### src/rtl/ddr2_ex_pattern_ctl_if.sv
// Local-interface request/return bundle between the pattern controller and the DDR2 controller.
// master = pattern controller (issues requests), slave = memory controller side.
interface ddr2_ex_pattern_ctl_if #(
  parameter int DATA_W = 32,
  parameter int ADDR_W = 24
);
  logic              local_ready;
  logic              local_write_req;
  logic              local_read_req;
  logic [ADDR_W-1:0] local_addr;
  logic [DATA_W-1:0] local_wdata;
  logic              local_rdata_valid;
  logic [DATA_W-1:0] local_rdata;

  modport master (
    input  local_ready, local_rdata_valid, local_rdata,
    output local_write_req, local_read_req, local_addr, local_wdata
  );

  modport slave (
    output local_ready, local_rdata_valid, local_rdata,
    input  local_write_req, local_read_req, local_addr, local_wdata
  );
endinterface

### src/rtl/ddr2_ex_pattern_ctl.sv
// LFSR write/read-back pattern tester: one beat per cycle when local_ready is high,
// requests held stable while local_ready is low; read data checked in return order.
module ddr2_ex_pattern_ctl #(
  parameter int DATA_W = 32,
  parameter int ADDR_W = 24,
  parameter int SEED   = 32
) (
  input  logic              clk,
  input  logic              reset_n,
  input  logic              start,
  input  logic [ADDR_W-1:0] base_addr,
  input  logic [ADDR_W-1:0] num_words,
  ddr2_ex_pattern_ctl_if.master lcl,
  output logic              busy,
  output logic              done,
  output logic              pass_flag,
  output logic              fail_flag,
  output logic [15:0]       err_count,
  output logic [ADDR_W-1:0] first_err_addr
);

  localparam int L = DATA_W / 8;

  typedef enum logic [2:0] {
    S_IDLE, S_WRITE, S_READ, S_WAIT_RD, S_DONE
  } state_t;

  function automatic logic [DATA_W-1:0] f_seed();
    logic [DATA_W-1:0] v;
    v = '0;
    for (int i = 0; i < L; i++) v[8*i +: 8] = 8'((SEED + i) % 256);
    return v;
  endfunction

  localparam logic [DATA_W-1:0] SEED_VEC = f_seed();

  // Per-lane 8-bit Galois step; lanes are independent.
  function automatic logic [DATA_W-1:0] f_step(input logic [DATA_W-1:0] o);
    logic [DATA_W-1:0] n;
    logic [7:0]        b;
    n = '0;
    for (int i = 0; i < L; i++) begin
      b = o[8*i +: 8];
      n[8*i +: 8] = {b[6], b[5], b[4], b[3] ^ b[7], b[2] ^ b[7], b[1] ^ b[7], b[0], b[7]};
    end
    return n;
  endfunction

  state_t            r_state, w_state_nxt;
  logic [ADDR_W-1:0] r_base, r_num, r_cnt, r_ret, r_first;
  logic [DATA_W-1:0] r_wbank, r_cbank;
  logic [15:0]       r_err;
  logic              r_pass, r_fail;

  logic w_start, w_wr_acc, w_rd_acc, w_last, w_cmp, w_mismatch, w_rd_done;

  assign w_start    = (r_state == S_IDLE) && start;
  assign w_wr_acc   = (r_state == S_WRITE) && lcl.local_ready;
  assign w_rd_acc   = (r_state == S_READ) && lcl.local_ready;
  assign w_last     = (r_cnt == r_num - ADDR_W'(1));
  // Returns beyond the expected count are dropped so the final verdict cannot shift.
  assign w_cmp      = ((r_state == S_READ) || (r_state == S_WAIT_RD)) &&
                      lcl.local_rdata_valid && (r_ret != r_num);
  assign w_mismatch = w_cmp && (lcl.local_rdata != r_cbank);
  assign w_rd_done  = (r_state == S_WAIT_RD) && (r_ret == r_num);

  always_ff @(posedge clk or negedge reset_n) begin
    if (!reset_n) r_state <= S_IDLE;
    else          r_state <= w_state_nxt;
  end

  always_comb begin
    w_state_nxt = r_state;
    case (r_state)
      S_IDLE:    if (start) w_state_nxt = (num_words == '0) ? S_DONE : S_WRITE;
      S_WRITE:   if (w_wr_acc && w_last) w_state_nxt = S_READ;
      S_READ:    if (w_rd_acc && w_last) w_state_nxt = S_WAIT_RD;
      S_WAIT_RD: if (w_rd_done) w_state_nxt = S_DONE;
      S_DONE:    w_state_nxt = S_IDLE;
      default:   w_state_nxt = S_IDLE;
    endcase
  end

  always_comb begin
    lcl.local_write_req = 1'b0;
    lcl.local_read_req  = 1'b0;
    lcl.local_addr      = '0;
    lcl.local_wdata     = '0;
    busy                = (r_state != S_IDLE);
    done                = (r_state == S_DONE);
    case (r_state)
      S_WRITE: begin
        lcl.local_write_req = 1'b1;
        lcl.local_addr      = r_base + r_cnt;
        lcl.local_wdata     = r_wbank;
      end
      S_READ: begin
        lcl.local_read_req = 1'b1;
        lcl.local_addr     = r_base + r_cnt;
      end
      default: ;
    endcase
  end

  always_ff @(posedge clk or negedge reset_n) begin
    if (!reset_n) begin
      r_base  <= '0;
      r_num   <= '0;
      r_cnt   <= '0;
      r_ret   <= '0;
      r_first <= '0;
      r_err   <= '0;
      r_pass  <= 1'b0;
      r_fail  <= 1'b0;
      r_wbank <= SEED_VEC;
      r_cbank <= SEED_VEC;
    end else if (w_start) begin
      r_base  <= base_addr;
      r_num   <= num_words;
      r_cnt   <= '0;
      r_ret   <= '0;
      r_first <= '0;
      r_err   <= '0;
      r_pass  <= (num_words == '0);
      r_fail  <= 1'b0;
      r_wbank <= SEED_VEC;
      r_cbank <= SEED_VEC;
    end else begin
      if (w_wr_acc) begin
        r_wbank <= f_step(r_wbank);
        r_cnt   <= w_last ? '0 : r_cnt + ADDR_W'(1);
      end
      if (w_rd_acc) r_cnt <= r_cnt + ADDR_W'(1);
      if (w_cmp) begin
        r_cbank <= f_step(r_cbank);
        r_ret   <= r_ret + ADDR_W'(1);
        if (w_mismatch) begin
          if (r_err != 16'hFFFF) r_err <= r_err + 16'd1;
          if (r_err == 16'd0)    r_first <= r_base + r_ret;
        end
      end
      // Verdict is registered on the way into DONE so it is visible alongside the pulse.
      if (w_rd_done) begin
        r_pass <= (r_err == 16'd0);
        r_fail <= (r_err != 16'd0);
      end
    end
  end

  assign pass_flag      = r_pass;
  assign fail_flag      = r_fail;
  assign err_count      = r_err;
  assign first_err_addr = r_first;

endmodule
### src/flat_wrapper.sv
// flat-port wrapper written by rule: the top's interface ports become plain ports
module ddr2_ex_pattern_ctl_flat 
#(
  parameter int DATA_W = 32,
  parameter int ADDR_W = 24,
  parameter int SEED   = 32
)
  (clk, reset_n, start, base_addr, num_words, busy, done, pass_flag, fail_flag, err_count, first_err_addr, lcl_local_ready, lcl_local_rdata_valid, lcl_local_rdata, lcl_local_write_req, lcl_local_read_req, lcl_local_addr, lcl_local_wdata);
  ddr2_ex_pattern_ctl_if #(.DATA_W(DATA_W), .ADDR_W(ADDR_W)) lcl_i ();
  input  logic clk;
  input  logic reset_n;
  input  logic start;
  input  logic [ADDR_W-1:0] base_addr;
  input  logic [ADDR_W-1:0] num_words;
  output logic busy;
  output logic done;
  output logic pass_flag;
  output logic fail_flag;
  output logic [15:0] err_count;
  output logic [ADDR_W-1:0] first_err_addr;
  input wire logic [$bits(lcl_i.local_ready)-1:0] lcl_local_ready;
  input wire logic [$bits(lcl_i.local_rdata_valid)-1:0] lcl_local_rdata_valid;
  input wire logic [$bits(lcl_i.local_rdata)-1:0] lcl_local_rdata;
  output wire logic [$bits(lcl_i.local_write_req)-1:0] lcl_local_write_req;
  output wire logic [$bits(lcl_i.local_read_req)-1:0] lcl_local_read_req;
  output wire logic [$bits(lcl_i.local_addr)-1:0] lcl_local_addr;
  output wire logic [$bits(lcl_i.local_wdata)-1:0] lcl_local_wdata;
  assign lcl_i.local_ready = lcl_local_ready;
  assign lcl_i.local_rdata_valid = lcl_local_rdata_valid;
  assign lcl_i.local_rdata = lcl_local_rdata;
  assign lcl_local_write_req = lcl_i.local_write_req;
  assign lcl_local_read_req = lcl_i.local_read_req;
  assign lcl_local_addr = lcl_i.local_addr;
  assign lcl_local_wdata = lcl_i.local_wdata;
  ddr2_ex_pattern_ctl #(.DATA_W(DATA_W), .ADDR_W(ADDR_W), .SEED(SEED)) u_core (.clk(clk), .reset_n(reset_n), .start(start), .base_addr(base_addr), .num_words(num_words), .lcl(lcl_i), .busy(busy), .done(done), .pass_flag(pass_flag), .fail_flag(fail_flag), .err_count(err_count), .first_err_addr(first_err_addr));
endmodule
### config.mk
export PLATFORM = sky130hd
export DESIGN_NAME = ddr2_ex_pattern_ctl_flat
export DESIGN_NICKNAME = d
export VERILOG_FILES = /design/src/rtl/ddr2_ex_pattern_ctl_if.sv /design/src/rtl/ddr2_ex_pattern_ctl.sv /design/src/flat_wrapper.sv
export SDC_FILE = /design/constraint.sdc
export NUM_CORES = 1
export LEC_CHECK = 0
export ABC_AREA = 1
export BUFFER_PORTS_ARGS = -buffer_cell sky130_fd_sc_hd__buf_2
export CORE_UTILIZATION = 59
export DETAILED_ROUTE_END_ITERATION = 8
export PLACE_DENSITY = 0.85
export RECOVER_POWER = 50
export SLEW_MARGIN = 25
export SYNTH_ARGS = -nofsm -noshare
export SYNTH_HDL_FRONTEND = slang
export SYNTH_SLANG_ARGS = --single-unit
### constraint.sdc
create_clock -name clk -period 2.7 [get_ports clk]
set_input_delay 0.135 -clock clk [delete_from_list [all_inputs] [get_ports clk]]
set_output_delay 0.135 -clock clk [all_outputs]
set_load 0.02 [all_outputs]
Word level (Yosys, flattened, before mapping)
Cells that the tools add are included.

Bits in registers: 205. Logic and storage cells: 112.

Add/sub/neg operators: 6. Eq/ne operators: 13. Muxes and demuxes: 32. Bitwise logic cells: 24. Reduce and logical (&&, ||, !) cells: 26.

Operators by type and width (number): 2-to-1 mux 24 bit (11); 2-to-1 mux 32 bit (5); 2-to-1 mux 16 bit (4); adder 24 x 1 -> 24 bit, second input constant (2); adder 24 bit (2); equality test 24 bit (2); inequality test 32 bit (1); logical NOT 24 bit (1); inequality test 24 bit (1); subtractor 24 x 1 -> 24 bit, second input constant (1); XOR 1 bit (24); adder 16 x 1 -> 16 bit, second input constant (1); logical NOT 16 bit (1); inequality test 16 bit, second input constant (1); nonzero test 16 bit (1); 2-to-1 mux 3 bit (5); one-hot mux 3 bit (4 select lines) (1); nonzero test 2 bit (6); logical AND 1 bit (9); equality test 3 x 2 -> 1 bit, second input constant (2); 2-to-1 mux 1 bit (6); inequality test 2 bit, second input constant (3); AND reduction 3 bit (2); nonzero test 3 bit (2); 7 further kinds (7).

Longest topological paths before layout
Gate-level depths: netlist of run 1.

Depth in word-level cells: 8. Depth in mapped cells: 18. Depth with buffers taken out: 18.

Worst setup path after synthesis of run 1
Ideal clock, no wire load.

Kind: reg-to-output. Start point: register u_core.r_cnt[0]. End point: output port lcl_local_addr[20]. Data arrival time: 2.242 ns. Path slack: 0.323 ns. Cell stages (with the launch flop): 12. Buffers on the path: 0. Cells stage by stage: dfrtp_1 -> ha_1 -> fa_1 -> nand3_1 -> a31oi_1 -> nor2_1 -> inv_1 -> a21oi_1 -> o21bai_1 -> nand2_1 -> nand2_1 -> a21oi_1.

Word-level cells in the longest chain between the ends: 2.

RTL lines: from (decl) (line ddr2_ex_pattern_ctl.sv:50) `logic [ADDR_W-1:0] r_base, r_num, r_cnt, r_ret, r_first;`; from (signal assigned) (line ddr2_ex_pattern_ctl.sv:131) `r_cnt <= w_last ? '0 : r_cnt + ADDR_W'(1);`; from (signal assigned) (line ddr2_ex_pattern_ctl.sv:133) `if (w_rd_acc) r_cnt <= r_cnt + ADDR_W'(1);`; adder 24 bit (line ddr2_ex_pattern_ctl.sv:94, ddr2_ex_pattern_ctl.sv:99); 2-to-1 mux 24 bit; to (decl) (line flat_wrapper.sv:26) `output wire logic [$bits(lcl_i.local_addr)-1:0] lcl_local_addr;`.

Every way passes these cells.

Worst setup path in the final report of run 1
Start point: register u_core.r_base[7]. End point: output port lcl_local_addr[20].

Word-level cells in the longest chain between the ends: 2.

RTL lines: from (decl) (line ddr2_ex_pattern_ctl.sv:50); from (signal assigned) (line ddr2_ex_pattern_ctl.sv:118) `r_base <= base_addr;`; adder 24 bit (line ddr2_ex_pattern_ctl.sv:94, ddr2_ex_pattern_ctl.sv:99); 2-to-1 mux 24 bit.

Every way passes these cells.

==> results of run 1 <==
==> path summary, 6_finish.rpt <==
kind	cells past startpoint	slack, ns	to	start
setup / recovery	12	-0.35	lcl_local_addr[20]	u_core.r_base[7]
hold / removal	5	0.02	u_core.r_state[0]	start
setup reg to reg	12	-0.27	u_core.r_cnt[20]	u_core.r_cnt[0]
hold reg to reg	2	0.48	u_core.first_err_addr[19]	u_core.first_err_addr[19]
max in group asynchronous	3	0.30	u_core.err_count[4]	reset_n
min in group asynchronous	2	0.65	u_core.r_wbank[26]	reset_n
==> power breakdown <==
group	leakage [nW]	internal, mW	switching, mW
sequential	2.61	4.34	1.58
combinational	5.40	4.48	7.75
clock	0.438	2.28	1.37
total	8.44	11.1	10.7
==> layer usage <==
metal  GRT usage (%)  up-vias  wire length (um)  part of all wire, %
li1                -     6932                 -                    -
met1            46.8     7068             18800                   38
met2            59.9     1087             22100                   45
met3            5.12      338              5140                   10
met4            19.0        0              3440                  7.0
met5               0        -                 0                    0
==> cell type report <==
type                       count  area share (%)
inverter                     216            4.59
clock inverter                10           0.897
sequential                   205            29.2
multi-input combinational   1459            47.0
timing repair buffer         322            11.9
tap                          319            2.25
clock buffer                  33            4.15
==> metrics by stage <==
step	instances	TNS (ns)	cell area (sq um)	worst slack (ns)	power, mW
after global placement	2433	0	15600	0.205	15.9
final	2564	-3.66	17700	-0.348	21.8
after floorplan	1939	0	14100	0.323	12.9
after global routing	2564	-13.26	17700	-0.470	23.0
after detailed placement	2433	0	15600	0.176	16.2
after CTS	2537	-0.308	17200	-0.112	20.4
==> logic make-up after synthesis <==
logic type               after synthesis  share of synthesized area (%)
AO/OA/AOI/OAI                        317                           12.8
AND/OR/NAND/NOR                      940                           28.9
XOR/XNOR                             147                           9.12
multiplexers                           1                          0.159
flip-flops                           205                           36.5
buffers and inverters                276                           7.74
adder cells (fa/ha/maj)               53                           4.80
==> cells in the final DEF (no fill, tap or decap), types with 10 or more instances in the layout <==
cell and instances:
buf_4 84, nand2_1 503, ha_1 33, dfrtp_1 166, nand4_1 48, nand3_1 89, nor2_2 13, nor4_1 15
dfrtp_2 23, o21ai_2 13, nor3_1 36, o21ai_1 11, clkbuf_1 44, a21oi_1 69, o31ai_1 13, xor2_1 63
xnor2_1 83, dlygate4sd3_1 49, nor2_1 171, dfstp_2 16, o21ai_0 120, nand3b_1 10, inv_1 206, clkbuf_16 25
a22oi_1 17, buf_2 128, o22ai_1 34, ha_4 14, or2_2 19
==> worst min-delay path: stages <==
cell     delay, ns
buf_2         0.08
nor2_1        0.05
inv_1         0.05
nand2_1       0.04
o21ai_0       0.12
==> flip-flops by register name, indices dropped and copies added (netlist names) <==
signal                 flops
u_core.err_count          16
u_core.fail_flag           1
u_core.first_err_addr     24
u_core.pass_flag           1
u_core.r_base             24
u_core.r_cbank            32
u_core.r_cnt              24
u_core.r_num              24
u_core.r_ret              24
u_core.r_state             3
u_core.r_wbank            32
==> what timing repair did <==
| item | in CTS | in global routing |
|---|---|---|
| gates resized for setup | 45 | 96 |
| buffers inserted | 13 | 27 |
| hold endpoints to repair | 106 | 0 |
| cloned | 0 | 1 |
| setup endpoints to repair | 12 | 41 |
| hold buffers | 49 | 0 |
| pin swaps | 12 | 25 |
==> out/qor.csv, run 1 <==
metric,value,unit
synth_cell_types,51,
crit_family,compound AO/OA/AOI/OAI gates,
power_density,1230,mW/mm^2
drtIter0Drc,1846,
hp-class,primary input to register,
synth_top_cells_by_count,"nand2_1 (509), inv_1 (210), dfrtp_1 (189)",
worst_slew_pin_slew,1.83,ns
clkTransAtPathRegs,0.07,ns
ys_seq_elements,205,
io_buffers,186,
syn_area,0.0141,sq mm
grt_pass1_vias,13942,
p_leak,8.44,nW
synthDominantCellAreaShare,33.5,%
cp-end-kind,primary output,
die_w,157,um
ys.flop_type,dfrtp_1,
finalSetupViolCount,19,
slew_headroom,-21.9,%
diodes,0,
synthesis.nets,2077,
grt_max_degree,72,
status,"complete, but fails checks",
num_rows,56,
utilization,75.5,%
wl_per_cell,19.3,um
clock-root-buffer,clkbuf_16,
gp_congestion,0.961,
areaGrowthSynthToFinish,25.4,%
ys.warnings.count,0,
fin_ws,-0.348,ns
clock_latency,0.53,ns
dp_hpwl,31.3,mm
synth_edf_count,0,
drive_gt1_share,19.4,%
ys_top_cells_by_area,"dfrtp_1 (33%), nand2_1 (14%), inv_1 (5.6%)",
ios,187,
cpMaxStageDelayCell,dfrtp_1,
die_area,0.0246,sq mm
syn_inst,1939,
synth-async-reset-ratio,100,%
cts_buffers,24,
crit_buf_inv,2,
yosysMostFrequentCell,nand2_1,
worstSetupPathType,register to primary output,
seq_area,0.00518,sq mm
period_share,113,%
required,2.57,ns
hold_violations,0,
finalWorstPathRequiredPeriod,3.05,ns
skew,0.0209,ns
path_max_fanout,6,
arrival,2.91,ns
synth.avg_cell_area,7.28,sq um
max_stage_delay,0.50,ns
seq_area_frac_synth,36.5,%
max_freq,328,MHz
crit_chain,ha_4 -> a21oi_1 -> o21ai_0 -> inv_1 -> o21bai_4 -> a21oi_4 -> o21bai_4 -> nand2_1 -> nand2_1 -> o21ai_1 -> a21oi_1 -> buf_4,
vias_per_cell,6.02,
firstDrtPassIters,9,
cts_tree,yes,
maxCapViolCount,1,
start_kind,register,
grt_usage,36.5,%
route.detailed.drc,37,
yosys.area.top_type,dfrtp_1,
rsz0062_at_grt,true,
start_util,60.2,%
grt-ovfl-total,0,
maxSlewViolCount,72,
route.antenna.remaining_nets,0,
clock_path_buffers,3,
vias,15425,
hold_slack,0.0170,ns
die_y,157,um
nFillCells,1699,
multiInputGateArea,0.00832,sq mm
clkSinkCount,205,
routed_wl,49.4,mm
grt_pass1_wl,70.5,mm
core-area,0.0235,sq mm
antenna_found_initial,0,
violations,"DRC, capacitance limit, slew limit, setup timing",
ir_drop,0.00112,V
h-tree-depth,1,
nets,2366,
No activity file was read; power rests on OpenSTA's default activity.
==> run 2, diff against run 1 <==
- CORE_UTILIZATION: 59 -> 54
- PLACE_DENSITY: 0.85 -> 0.82
- SLEW_MARGIN: 25 -> 20
- clock period: 2.7 -> 2.6 ns (I/O delays scaled with it)
==> out/qor.csv, run 2 (synthesized netlist as in run 1, its figures left out) <==
metric,value,unit
grt_max_degree,86,
ios,187,
dp_hpwl,32.8,mm
nets,2366,
finalSetupViolCount,14,
p_leak,8.40,nW
drtIter0Drc,1364,
hold_violations,0,
diodes,0,
drive_gt1_share,19.1,%
grt_pass1_wl,69.7,mm
vias_per_cell,5.67,
start_kind,register,
max_freq,353,MHz
p_clk_share,16.0,%
clock_path_buffers,3,
clkTransAtPathRegs,0.06,ns
clkSinkCount,205,
vias,14614,
grt_pass1_vias,13421,
required,2.47,ns
clock-root-buffer,clkbuf_16,
p_int,11.1,mW
num_rows,58,
power_frac_seq,27.8,%
die_y,164,um
maxSlewViolCount,0,
cts_tree,yes,
areaGrowthSynthToFinish,24.7,%
cp-end-kind,primary output,
cts_buffers,24,
slew_headroom,6.49,%
routed_wl,45.7,mm
reg_top3,"u_core.r_cbank x32, u_core.r_wbank x32",
maxCapViolCount,0,
p_comb_share,56.2,%
mostFrequentLayoutCells,"nand2_1 (504), inv_1 (207), dfrtp_1 (174)",
violations,setup timing,
nFillCells,2048,
fin_ws,-0.235,ns
route.antenna.remaining_nets,0,
path_max_fanout,3,
rsz0062_at_grt,true,
arrival,2.70,ns
hold_slack,0.0182,ns
firstDrtPassIters,6,
skew,0.0133,ns
period_share,109,%
wl_per_cell,17.7,um
utilization,69.3,%
switching_share,48.9,%
io_buffers,186,
grt-ovfl-total,0,
hp-class,primary input to register,
switching_power,10.6,mW
die_area,0.0268,sq mm
core-area,0.0254,sq mm
grt_usage,33.0,%
finalWorstPathRequiredPeriod,2.83,ns
final_common_cell,nand2_1,
die_w,164,um
route.detailed.drc,0,
worstSetupPathType,register to primary output,
antenna_found_initial,1,
power_density,1240,mW/mm^2
status,"complete, but fails checks",
worst_slew_pin_slew,1.40,ns
clock_latency,0.53,ns
gp_congestion,0.967,
h-tree-depth,1,
start_util,55.6,%
ir_drop,0.000869,V
[run 2: final cells by class]
class | instances | area, sq um | area share (%)
tap | 330 | 413 | 2.34
inverter | 216 | 811 | 4.60
timing repair buffer | 323 | 2090 | 11.9
clock inverter | 10 | 114 | 0.647
sequential | 205 | 5170 | 29.4
multi-input combinational | 1458 | 8310 | 47.2
clock buffer | 34 | 698 | 3.96
[run 2: power groups by stage]
stage	clock network, mW	logic (mW)	registers, mW
3_3_place_gp	0	10.7	5.95
5_1_grt	3.62	13.4	6.16
2_1_floorplan	0	7.74	5.67
6_report	3.48	12.2	6.06
4_1_cts	3.50	11.4	5.99
3_5_place_dp	0	10.9	6.00
[run 2: stage by stage]
step           instances  power (mW)  instance area [sq um]  setup TNS, ns  setup slack, ns
6_report            2576        21.8                  17600          -1.86           -0.235
5_1_grt             2576        23.2                  17600         -15.26           -0.338
4_1_cts             2555        20.9                  17200          -1.47           -0.207
3_5_place_dp        2452        16.9                  15700              0           0.0898
3_3_place_gp        2452        16.7                  15700              0            0.113
2_1_floorplan       1939        13.4                  14100              0            0.228
[run 2: critical path, stage by stage (launching register included)]
cell and delay (ns):
dfrtp_1 0.39, ha_2 0.21, fa_2 0.43, nand3_4 0.10, a31oi_4 0.10, nor2_4 0.14
inv_2 0.07, a21oi_4 0.16, o21bai_4 0.09, nand2_1 0.06, nand2_1 0.06, o21ai_1 0.14
a21oi_1 0.05, buf_4 0.16
[run 2: metal layers]
| layer | wire length [um] | global-route usage [%] | vias up |
|---|---|---|---|
| met5 | 10 | 0 | - |
| met4 | 1840 | 10.0 | 2 |
| met3 | 3690 | 4.44 | 138 |
| met2 | 21500 | 56.1 | 689 |
| met1 | 18700 | 43.5 | 6857 |
| li1 | - | - | 6928 |
[run 2: path summary, 6_finish.rpt]
check	start	endpoint	slack, ns	cells past startpoint
min	start	u_core.r_state[0]	0.02	5
min in group asynchronous	reset_n	u_core.r_wbank[7]	0.48	2
max reg2reg	u_core.r_base[2]	u_core.first_err_addr[21]	0.17	13
min reg2reg	u_core.first_err_addr[19]	u_core.first_err_addr[19]	0.48	2
max in group asynchronous	reset_n	u_core.r_base[10]	0.21	3
max	u_core.r_base[0]	lcl_local_addr[20]	-0.23	13
[run 2: repair_timing]
item                                    in CTS  in global routing
endpoints found under the hold margin      103                  0
gates resized for setup                     41                 86
endpoints found under the setup margin      16                 68
buffers inserted                            10                 21
pin swaps                                   12                 23
gates cloned                                 0                  0
hold buffers                                49                  0
